[src/rtl/maxpool_window_ctrl_if.sv]
// rtl/maxpool_window_ctrl_if.sv - frame/window handshake bundle for the 2x2 max-pool sequencer
// master drives Start/Valid_In (stream side); slave is the controller.
interface maxpool_window_ctrl_if #(
    parameter int IMG_WIDHT  = 220,
    parameter int IMG_HEIGHT = 220
);
    localparam int OUT_W = IMG_WIDHT / 2;
    localparam int OUT_H = IMG_HEIGHT / 2;
    localparam int OCW   = (OUT_W > 1) ? $clog2(OUT_W) : 1;
    localparam int ORW   = (OUT_H > 1) ? $clog2(OUT_H) : 1;

    logic           Start;
    logic           Valid_In;
    logic           Window_Valid;
    logic [OCW-1:0] Out_Col;
    logic [ORW-1:0] Out_Row;
    logic           Busy;
    logic           Frame_Done;
    logic           Err_Sticky;

    modport master (
        output Start, Valid_In,
        input  Window_Valid, Out_Col, Out_Row, Busy, Frame_Done, Err_Sticky
    );

    modport slave (
        input  Start, Valid_In,
        output Window_Valid, Out_Col, Out_Row, Busy, Frame_Done, Err_Sticky
    );
endinterface

[src/rtl/maxpool_window_ctrl.sv]
// rtl/maxpool_window_ctrl.sv - raster row/col tracker emitting 2x2 stride-2 window strobes
// Optional MAXPOOL_AUTO_RESTART_EN: DONE re-enters RUN so back-to-back frames need no Start.
module maxpool_window_ctrl #(
    parameter int IMG_WIDHT  = 220,
    parameter int IMG_HEIGHT = 220
) (
    input  logic                  clk,
    input  logic                  rst,
    maxpool_window_ctrl_if.slave  bus
);
    localparam int OUT_W = IMG_WIDHT / 2;
    localparam int OUT_H = IMG_HEIGHT / 2;
    localparam int CW    = (IMG_WIDHT > 1) ? $clog2(IMG_WIDHT) : 1;
    localparam int RW    = (IMG_HEIGHT > 1) ? $clog2(IMG_HEIGHT) : 1;
    localparam int OCW   = (OUT_W > 1) ? $clog2(OUT_W) : 1;
    localparam int ORW   = (OUT_H > 1) ? $clog2(OUT_H) : 1;

    localparam logic [CW-1:0] COL_MAX = CW'(IMG_WIDHT - 1);
    localparam logic [RW-1:0] ROW_MAX = RW'(IMG_HEIGHT - 1);
    localparam logic [31:0]   COL_LIM = 32'(2 * OUT_W);
    localparam logic [31:0]   ROW_LIM = 32'(2 * OUT_H);

    typedef enum logic [1:0] {
        S_IDLE = 2'd0,
        S_RUN  = 2'd1,
        S_DONE = 2'd2
    } state_t;

    state_t          state_q, state_d;
    logic [CW-1:0]   col_q, col_d;
    logic [RW-1:0]   row_q, row_d;
    logic            win_q, win_d;
    logic [OCW-1:0]  out_col_q, out_col_d;
    logic [ORW-1:0]  out_row_q, out_row_d;
    logic            busy_q, busy_d;
    logic            done_q, done_d;
    logic            err_q, err_d;

    logic            accept;
    logic            col_last;
    logic            row_last;
    logic            win_hit;

    always_comb begin
        state_d   = state_q;
        col_d     = col_q;
        row_d     = row_q;
        win_d     = 1'b0;
        out_col_d = out_col_q;
        out_row_d = out_row_q;
        busy_d    = busy_q;
        done_d    = 1'b0;
        err_d     = err_q;
        accept    = 1'b0;
        col_last  = (col_q == COL_MAX);
        row_last  = (row_q == ROW_MAX);
        // Floor semantics: a trailing odd row/column never closes a window.
        win_hit   = row_q[0] & col_q[0]
                  & (32'(row_q) < ROW_LIM) & (32'(col_q) < COL_LIM);

        case (state_q)
            S_IDLE: begin
                if (bus.Valid_In) begin
                    err_d = 1'b1;
                end
                if (bus.Start) begin
                    state_d = S_RUN;
                    busy_d  = 1'b1;
                    col_d   = '0;
                    row_d   = '0;
                end
            end
            S_RUN: begin
                accept = bus.Valid_In;
            end
            S_DONE: begin
`ifdef MAXPOOL_AUTO_RESTART_EN
                // Counters were cleared on the last pixel, so a beat here is (0,0).
                state_d = S_RUN;
                busy_d  = 1'b1;
                col_d   = '0;
                row_d   = '0;
                accept  = bus.Valid_In;
`else
                state_d = S_IDLE;
                if (bus.Valid_In) begin
                    err_d = 1'b1;
                end
`endif
            end
            default: begin
                state_d = S_IDLE;
                busy_d  = 1'b0;
            end
        endcase

        if (accept) begin
            if (win_hit) begin
                win_d     = 1'b1;
                out_col_d = OCW'(col_q >> 1);
                out_row_d = ORW'(row_q >> 1);
            end
            if (col_last) begin
                col_d = '0;
                row_d = row_last ? '0 : row_q + 1'b1;
            end else begin
                col_d = col_q + 1'b1;
            end
            if (col_last && row_last) begin
                state_d = S_DONE;
                busy_d  = 1'b0;
                done_d  = 1'b1;
            end
        end
    end

    always_ff @(posedge clk or negedge rst) begin
        if (!rst) begin
            state_q   <= S_IDLE;
            col_q     <= '0;
            row_q     <= '0;
            win_q     <= 1'b0;
            out_col_q <= '0;
            out_row_q <= '0;
            busy_q    <= 1'b0;
            done_q    <= 1'b0;
            err_q     <= 1'b0;
        end else begin
            state_q   <= state_d;
            col_q     <= col_d;
            row_q     <= row_d;
            win_q     <= win_d;
            out_col_q <= out_col_d;
            out_row_q <= out_row_d;
            busy_q    <= busy_d;
            done_q    <= done_d;
            err_q     <= err_d;
        end
    end

    assign bus.Window_Valid = win_q;
    assign bus.Out_Col      = out_col_q;
    assign bus.Out_Row      = out_row_q;
    assign bus.Busy         = busy_q;
    assign bus.Frame_Done   = done_q;
    assign bus.Err_Sticky   = err_q;
endmodule

[src/flat_wrapper.sv]
// flat-port wrapper written by rule: the top's interface ports become plain ports
module maxpool_window_ctrl_flat 
#(
    parameter int IMG_WIDHT  = 220,
    parameter int IMG_HEIGHT = 220
)
  (clk, rst, bus_Start, bus_Valid_In, bus_Window_Valid, bus_Out_Col, bus_Out_Row, bus_Busy, bus_Frame_Done, bus_Err_Sticky);
  maxpool_window_ctrl_if #(.IMG_WIDHT(IMG_WIDHT), .IMG_HEIGHT(IMG_HEIGHT)) bus_i ();
  input  logic clk;
  input  logic rst;
  input wire logic [$bits(bus_i.Start)-1:0] bus_Start;
  input wire logic [$bits(bus_i.Valid_In)-1:0] bus_Valid_In;
  output wire logic [$bits(bus_i.Window_Valid)-1:0] bus_Window_Valid;
  output wire logic [$bits(bus_i.Out_Col)-1:0] bus_Out_Col;
  output wire logic [$bits(bus_i.Out_Row)-1:0] bus_Out_Row;
  output wire logic [$bits(bus_i.Busy)-1:0] bus_Busy;
  output wire logic [$bits(bus_i.Frame_Done)-1:0] bus_Frame_Done;
  output wire logic [$bits(bus_i.Err_Sticky)-1:0] bus_Err_Sticky;
  assign bus_i.Start = bus_Start;
  assign bus_i.Valid_In = bus_Valid_In;
  assign bus_Window_Valid = bus_i.Window_Valid;
  assign bus_Out_Col = bus_i.Out_Col;
  assign bus_Out_Row = bus_i.Out_Row;
  assign bus_Busy = bus_i.Busy;
  assign bus_Frame_Done = bus_i.Frame_Done;
  assign bus_Err_Sticky = bus_i.Err_Sticky;
  maxpool_window_ctrl #(.IMG_WIDHT(IMG_WIDHT), .IMG_HEIGHT(IMG_HEIGHT)) u_core (.clk(clk), .rst(rst), .bus(bus_i));
endmodule
[config.mk]
export PLATFORM = sky130hd
export DESIGN_NAME = maxpool_window_ctrl_flat
export DESIGN_NICKNAME = d
export VERILOG_FILES = /design/src/rtl/maxpool_window_ctrl_if.sv /design/src/rtl/maxpool_window_ctrl.sv /design/src/flat_wrapper.sv
export SDC_FILE = /design/constraint.sdc
export NUM_CORES = 1
export LEC_CHECK = 0
export BUFFER_PORTS_ARGS = -buffer_cell sky130_fd_sc_hd__buf_4
export CAP_MARGIN = 30
export CORE_MARGIN = 2
export CORE_UTILIZATION = 44
export DETAILED_ROUTE_END_ITERATION = 16
export PLACE_DENSITY = 0.77
export SLEW_MARGIN = 20
export SYNTH_ARGS = -nofsm -noshare
export SYNTH_HDL_FRONTEND = slang
export SYNTH_SLANG_ARGS = --single-unit
[constraint.sdc]
create_clock -name clk -period 2 [get_ports clk]
set_input_delay 0.3 -clock clk [delete_from_list [all_inputs] [get_ports clk]]
set_output_delay 0.3 -clock clk [all_outputs]
set_load 0.02 [all_outputs]
==> flow_summary.ini, run 1 <==
[critical_path]
worstPathRequired_ns = 2.17
cp-startpoint = u_core.state_q[1]
critPathMaxFanout = 8
end_kind = register
worstPathArrival_ns = 2.04
cp_slowest_stage_delay_ns = 0.41
worstSetupPathType = reg2reg
cp-start-kind = register
crit_family = simple AND/OR/NAND/NOR gates
rr_startpoint = u_core.state_q[1]
crit_chain = inv_2, ha_4, and2_1, nand4_1, nor4_4, buf_4, mux2_2
crit_path_top_delay_cell = dfrtp_1
cp_num_buf_inv = 2

[synthesis]
synth-simple-area-share = 0.182
synth_cell_types = 43
synth_xor_area_frac = 0.00491
synth_top_family_by_area = simple AND/OR/NAND/NOR gates
ys_seq_area_frac = 0.505
synth_ff_type = dfrtp_1
ys_warn_count = 0
synth-edff-count = 0
synth_nets = 169
muxShareOfSynthArea = 0.107
synth-seq-cells = 36
async_flop_share = 1.00
synth_compound_area_frac = 0.119
synth-adder-area-share = 0.0491
syn_area_per_cell_um2 = 11.3
synthesis.area_um2 = 1780
synth_cells = 158

[drt]
num_vias = 1358
drtIter0Drc = 93
wl_per_cell_um = 14.8
route.met3.wl_um = 205
firstDrtPassIters = 4
wl_met1_um = 1660
drt_wl_total_um = 3620
ant_nets = 0
dr_wl_met2_um = 1730
dr.max_layer_used = met4
drc = 0
vias_per_cell = 5.54

[cells_and_area]
seq_area_um2 = 901
final_cell_mix = dfrtp_1 (36), buf_4 (35), nand2_1 (11)
multi_input_area_um2 = 848
fin_nets = 206
final_common_cell = dfrtp_1
instances_no_fill = 245
antennaDiodeCount = 0
layout-drive-gt1-share = 0.338
n_fill_cell = 349
utilization = 0.553
syn_to_final_growth_pct = 22.2

[global_routing]
grt-ovfl-total = 0
grt_pass1_wl_um = 5880
grt_use_total = 0.176
grt_max_degree = 37
antenna_found_initial = 0
grt_pass1_vias = 1293

[job]
maxCapViolations = 0

[place]
place_hpwl_um = 2610
port_buffers = 21
gp_congestion = 0.805
dp_cells = 237

[floorplan]
core-area_um2 = 3940
dieArea_um2 = 4580
io_pins = 22
rows = 23
die_h_um = 67.7
die_x_um = 67.7
start_util = 0.453

[timing]
finalMaxSlewViolations = 0
finalSetupViolations = 0
max_slew.worst_pin.slew_ns = 0.467
setup_tns_ns = 0
hold_viol_final = 0
slew_headroom = 0.687
fin_worst_skew_ns = 0.00615
min_period_over_period = 0.937
hold_slack_ns = 0.291
min_period_ns = 1.87
rsz0062_at_grt = false
max_freq_mhz = 533

[pwr]
pwr-share-seq = 0.519
p_total_uw = 1690
pwr-share-comb = 0.203
ir_drop_mv = 0.541
power_frac_clock = 0.278
power.internal_uw = 1210
powerDensity_nw_per_um2 = 777
power_leakage_uw = 0.00106
netSwitchingFraction = 0.285
p_sw_uw = 483

[clock_tree]
clockBufferDepth = 2
cts-buffers-inserted = 5
cts_tree = done
cts.sink_count = 36
root_buffer = clkbuf_8
clkTransAtPathRegs_ns = 0.06
htreeDepth = 2
clk_latency_ns = 0.28

[hold_path]
min_path_type = in2reg
hp-start = bus_Valid_In

[outcome]
status = finished clean
-- tightest hold or removal path, delay by kind of cell --
kind,cells,cell delay (ns)
AOI/OAI and AO/OA,1,0.07
buffers and inverters,1,0.09
and+or+nand+nor,1,0.07
-- worst paths after layout --
kind                                    endpoint  slack, ns  cells past startpoint
max                        u_core.bus.Out_Col[2]       0.13                      7
max in group asynchronous      u_core.state_q[1]       1.17                      2
max reg2reg                u_core.bus.Out_Col[2]       0.13                      7
min reg2reg                u_core.bus.Err_Sticky       0.49                      1
min                        u_core.bus.Err_Sticky       0.29                      3
min in group asynchronous  u_core.bus.Out_Row[2]       0.52                      2
-- cells in the mapped netlist, types with 2 or more instances --
cell type	count	area, um^2
nor3_1	4	20.0
and2_1	2	12.5
nand2b_1	2	12.5
a31oi_1	4	25.0
nand3_1	10	50.1
a21oi_1	3	15.0
a31o_2	2	17.5
mux2_4	9	135
and3_2	2	15.0
a41oi_1	2	17.5
mux2_2	5	56.3
buf_2	3	15.0
nand3b_1	2	15.0
dfrtp_1	36	901
ha_1	7	87.6
inv_1	5	18.8
nand4_1	4	25.0
nand2_1	11	41.3
or3_1	3	18.8
o21ai_0	10	50.1
nor2_1	7	26.3
and4_1	2	17.5
and3_1	3	18.8
-- cells by family after synthesis --
family,after synthesis
mux,14
compound gates,32
fa+ha+maj,7
flops,36
buf+inv,11
simple gates,57
xor+xnor,1
-- through the flow --
stage | instance area [um^2] | setup slack (ns)
2_1_floorplan | 1800 | 0.00937
3_3_place_gp | 2080 | 0.174
3_5_place_dp | 2080 | 0.132
4_1_cts | 2170 | 0.121
5_1_grt | 2180 | 0.0158
6_report | 2180 | 0.125
-- metal layers --
metal  vias to the layer above  track usage
met5                         -            0
li1                        656            -
met3                         2       0.0600
met4                         0       0.0612
met2                        41        0.270
met1                       659        0.230
-- power groups by stage --
stage          Sequential (uW)  Combinational, uW  Clock, uW
4_1_cts                    877                347        492
3_5_place_dp               890                344          0
3_3_place_gp               890                335          0
2_1_floorplan              920                169          0
6_report                   879                344        470
5_1_grt                    886                372        527
-- sequential cells by signal, indices dropped and copies added, names as in the netlist --
| register | flops |
|---|---|
| u_core.state_q | 2 |
| u_core.bus.Window_Valid | 1 |
| u_core.bus.Frame_Done | 1 |
| u_core.col_q | 8 |
| u_core.bus.Busy | 1 |
| u_core.bus.Err_Sticky | 1 |
| u_core.row_q | 8 |
| u_core.bus.Out_Col | 7 |
| u_core.bus.Out_Row | 7 |
-- final cells by class --
type | count | area share
clock inverter | 1 | 0.00229
inverter | 5 | 0.00861
clock buffer | 6 | 0.0333
timing repair buffer | 36 | 0.125
tap | 50 | 0.0287
sequential | 36 | 0.413
multi-input combinational | 111 | 0.389
-- timing repair --
item	in CTS	in global routing
setup endpoints to repair	0	1
buffers inserted	0	0
hold buffers	1	0
hold endpoints to repair	36	0
gates resized for setup	0	2
No activity file was read; power rests on OpenSTA's default activity.
==> run 2, diff against run 1 <==
- CORE_UTILIZATION: 44 -> 40
- PLACE_DENSITY: 0.77 -> 0.72
==> run 2 against run 1 <==
  * Wire length is 7.0% lower
  * Setup slack better by 0.0052 ns
  * Sequential power is 0.8% lower
  * Critical endpoint is now u_core.bus.Out_Col[1]
  * Largest cell class unchanged
==> flow_summary.ini, run 2 (same netlist as run 1, synthesis figures left out) <==
[place]
preCtsSetupSlack_ns = 0.144
gp_congestion = 0.838
place_hpwl_um = 2400
port_buffers = 21
dpl_cell_area_um2 = 2080

[clock_tree]
clk_latency_ns = 0.29
root_buffer = clkbuf_8
ctsResizeCount = 0
htreeDepth = 2
clockBufferDepth = 2
post_cts_buffers = 0
cts.sink_count = 36
cts-buffers-inserted = 5
cts_hold_buf = 1
clkTransAtPathRegs_ns = 0.07
cts_tree = done

[timing]
max_slew.worst_pin.slew_ns = 0.473
finalSetupViolations = 0
setup_tns_ns = 0
finalMaxSlewViolations = 0
max_freq_mhz = 535
fin_worst_skew_ns = 0.00862
rsz0062_at_grt = false
fin_ws_ns = 0.130
slew_headroom = 0.682
min_period_ns = 1.87
hold_viol_final = 0
min_period_over_period = 0.935

[global_routing]
grt-ovfl-total = 0
grt_pass1_wl_um = 5850
grt_use_total = 0.150
grt_max_degree = 37
grt_pass1_vias = 1277
antenna_found_initial = 0

[pwr]
power.internal_uw = 1220
netSwitchingFraction = 0.292
pwr-share-seq = 0.506
ir_drop_mv = 0.497
power_leakage_uw = 0.00105
power_frac_clock = 0.295
p_sw_uw = 503
pwr-share-comb = 0.199
powerDensity_nw_per_um2 = 792

[critical_path]
ff2ff_path_depth = 7
critPathMaxFanout = 15
end_kind = register
rr_startpoint = u_core.state_q[1]
rr_endpoint = u_core.bus.Out_Col[1]
ff2ff_setup_slack_ns = 0.13
worstPathArrival_ns = 2.05
cp-start-kind = register
worstSetupPathType = reg2reg
worstPathRequired_ns = 2.18

[drt]
firstDrtPassIters = 4
drt_wl_total_um = 3370
drc = 0
vias_per_cell = 5.36
num_vias = 1314
wl_per_cell_um = 13.7
drtIter0Drc = 74
ant_nets = 0

[hold_path]
min_path_type = in2reg
hp-start = bus_Valid_In
hold-path-cell-count = 3
min_to = u_core.bus.Err_Sticky

[floorplan]
io_pins = 22
die_x_um = 70.8
rows = 24
core-area_um2 = 4320
start_util = 0.413
die_h_um = 70.8
dieArea_um2 = 5010

[cells_and_area]
final_cell_mix = dfrtp_1 (36), buf_4 (31), nand2_1 (11)
fin_area_um2 = 2170
fin_nets = 203
final_common_cell = dfrtp_1
layout-drive-gt1-share = 0.326
antennaDiodeCount = 0
syn_to_final_growth_pct = 21.8
reg_top3 = u_core.col_q (8), u_core.row_q (8)

[job]
maxCapViolations = 0

[outcome]
status = finished clean
run 2: how the worst max path moves through the flow:
stage                                 start               endpoint  slack, ns
after floorplan           u_core.state_q[1]  u_core.bus.Out_Col[3]      0.009
after global placement    u_core.state_q[1]  u_core.bus.Out_Row[6]       0.20
after detailed placement  u_core.state_q[1]  u_core.bus.Out_Row[6]       0.14
after CTS                 u_core.state_q[1]  u_core.bus.Out_Row[6]       0.13
after global routing      u_core.state_q[1]  u_core.bus.Out_Col[6]       0.02
final                     u_core.state_q[1]  u_core.bus.Out_Col[1]       0.13
run 2: through the flow:
stage | instances | total power (uW) | hold WS [ns] | utilization
detailed placement | 236 | 1230 | 0.285 | 0.480
global route | 245 | 1820 | 0.288 | 0.503
finish | 245 | 1720 | 0.280 | 0.503
CTS | 245 | 1750 | 0.269 | 0.503
floorplan | 158 | 1090 | 0.00441 | -
global placement | 236 | 1230 | 0.280 | 0.480
run 2: final cells by class:
class | count | area, um^2
fillers | 395 | 2150
flip-flops and latches | 36 | 901
multi-input cells | 111 | 838
repair buffers | 33 | 263
clock buffers | 5 | 68.8
well taps | 52 | 65.1
clock inverters | 3 | 18.8
inverters | 5 | 18.8
run 2: worst max-delay path, cell delays in order (launching register included):
cell	delay (ns)
dfrtp_1	0.41
inv_2	0.11
ha_4	0.13
and2_1	0.13
nand4_1	0.13
nor4_4	0.29
buf_12	0.21
mux2_2	0.34
run 2: routing by layer:
layer	track usage	vias to the layer above	wire length (um)
li1	-	649	-
met1	0.202	627	1740
met2	0.223	33	1430
met3	0.0385	5	145
met4	0.0818	0	57
met5	0	-	0
run 2: power by group through the flow:
stage	Sequential, uW	Combinational (uW)	Clock, uW
6_report	872	343	507
5_1_grt	886	378	555
4_1_cts	872	348	526
3_5_place_dp	886	345	0
3_3_place_gp	885	341	0
2_1_floorplan	920	169	0
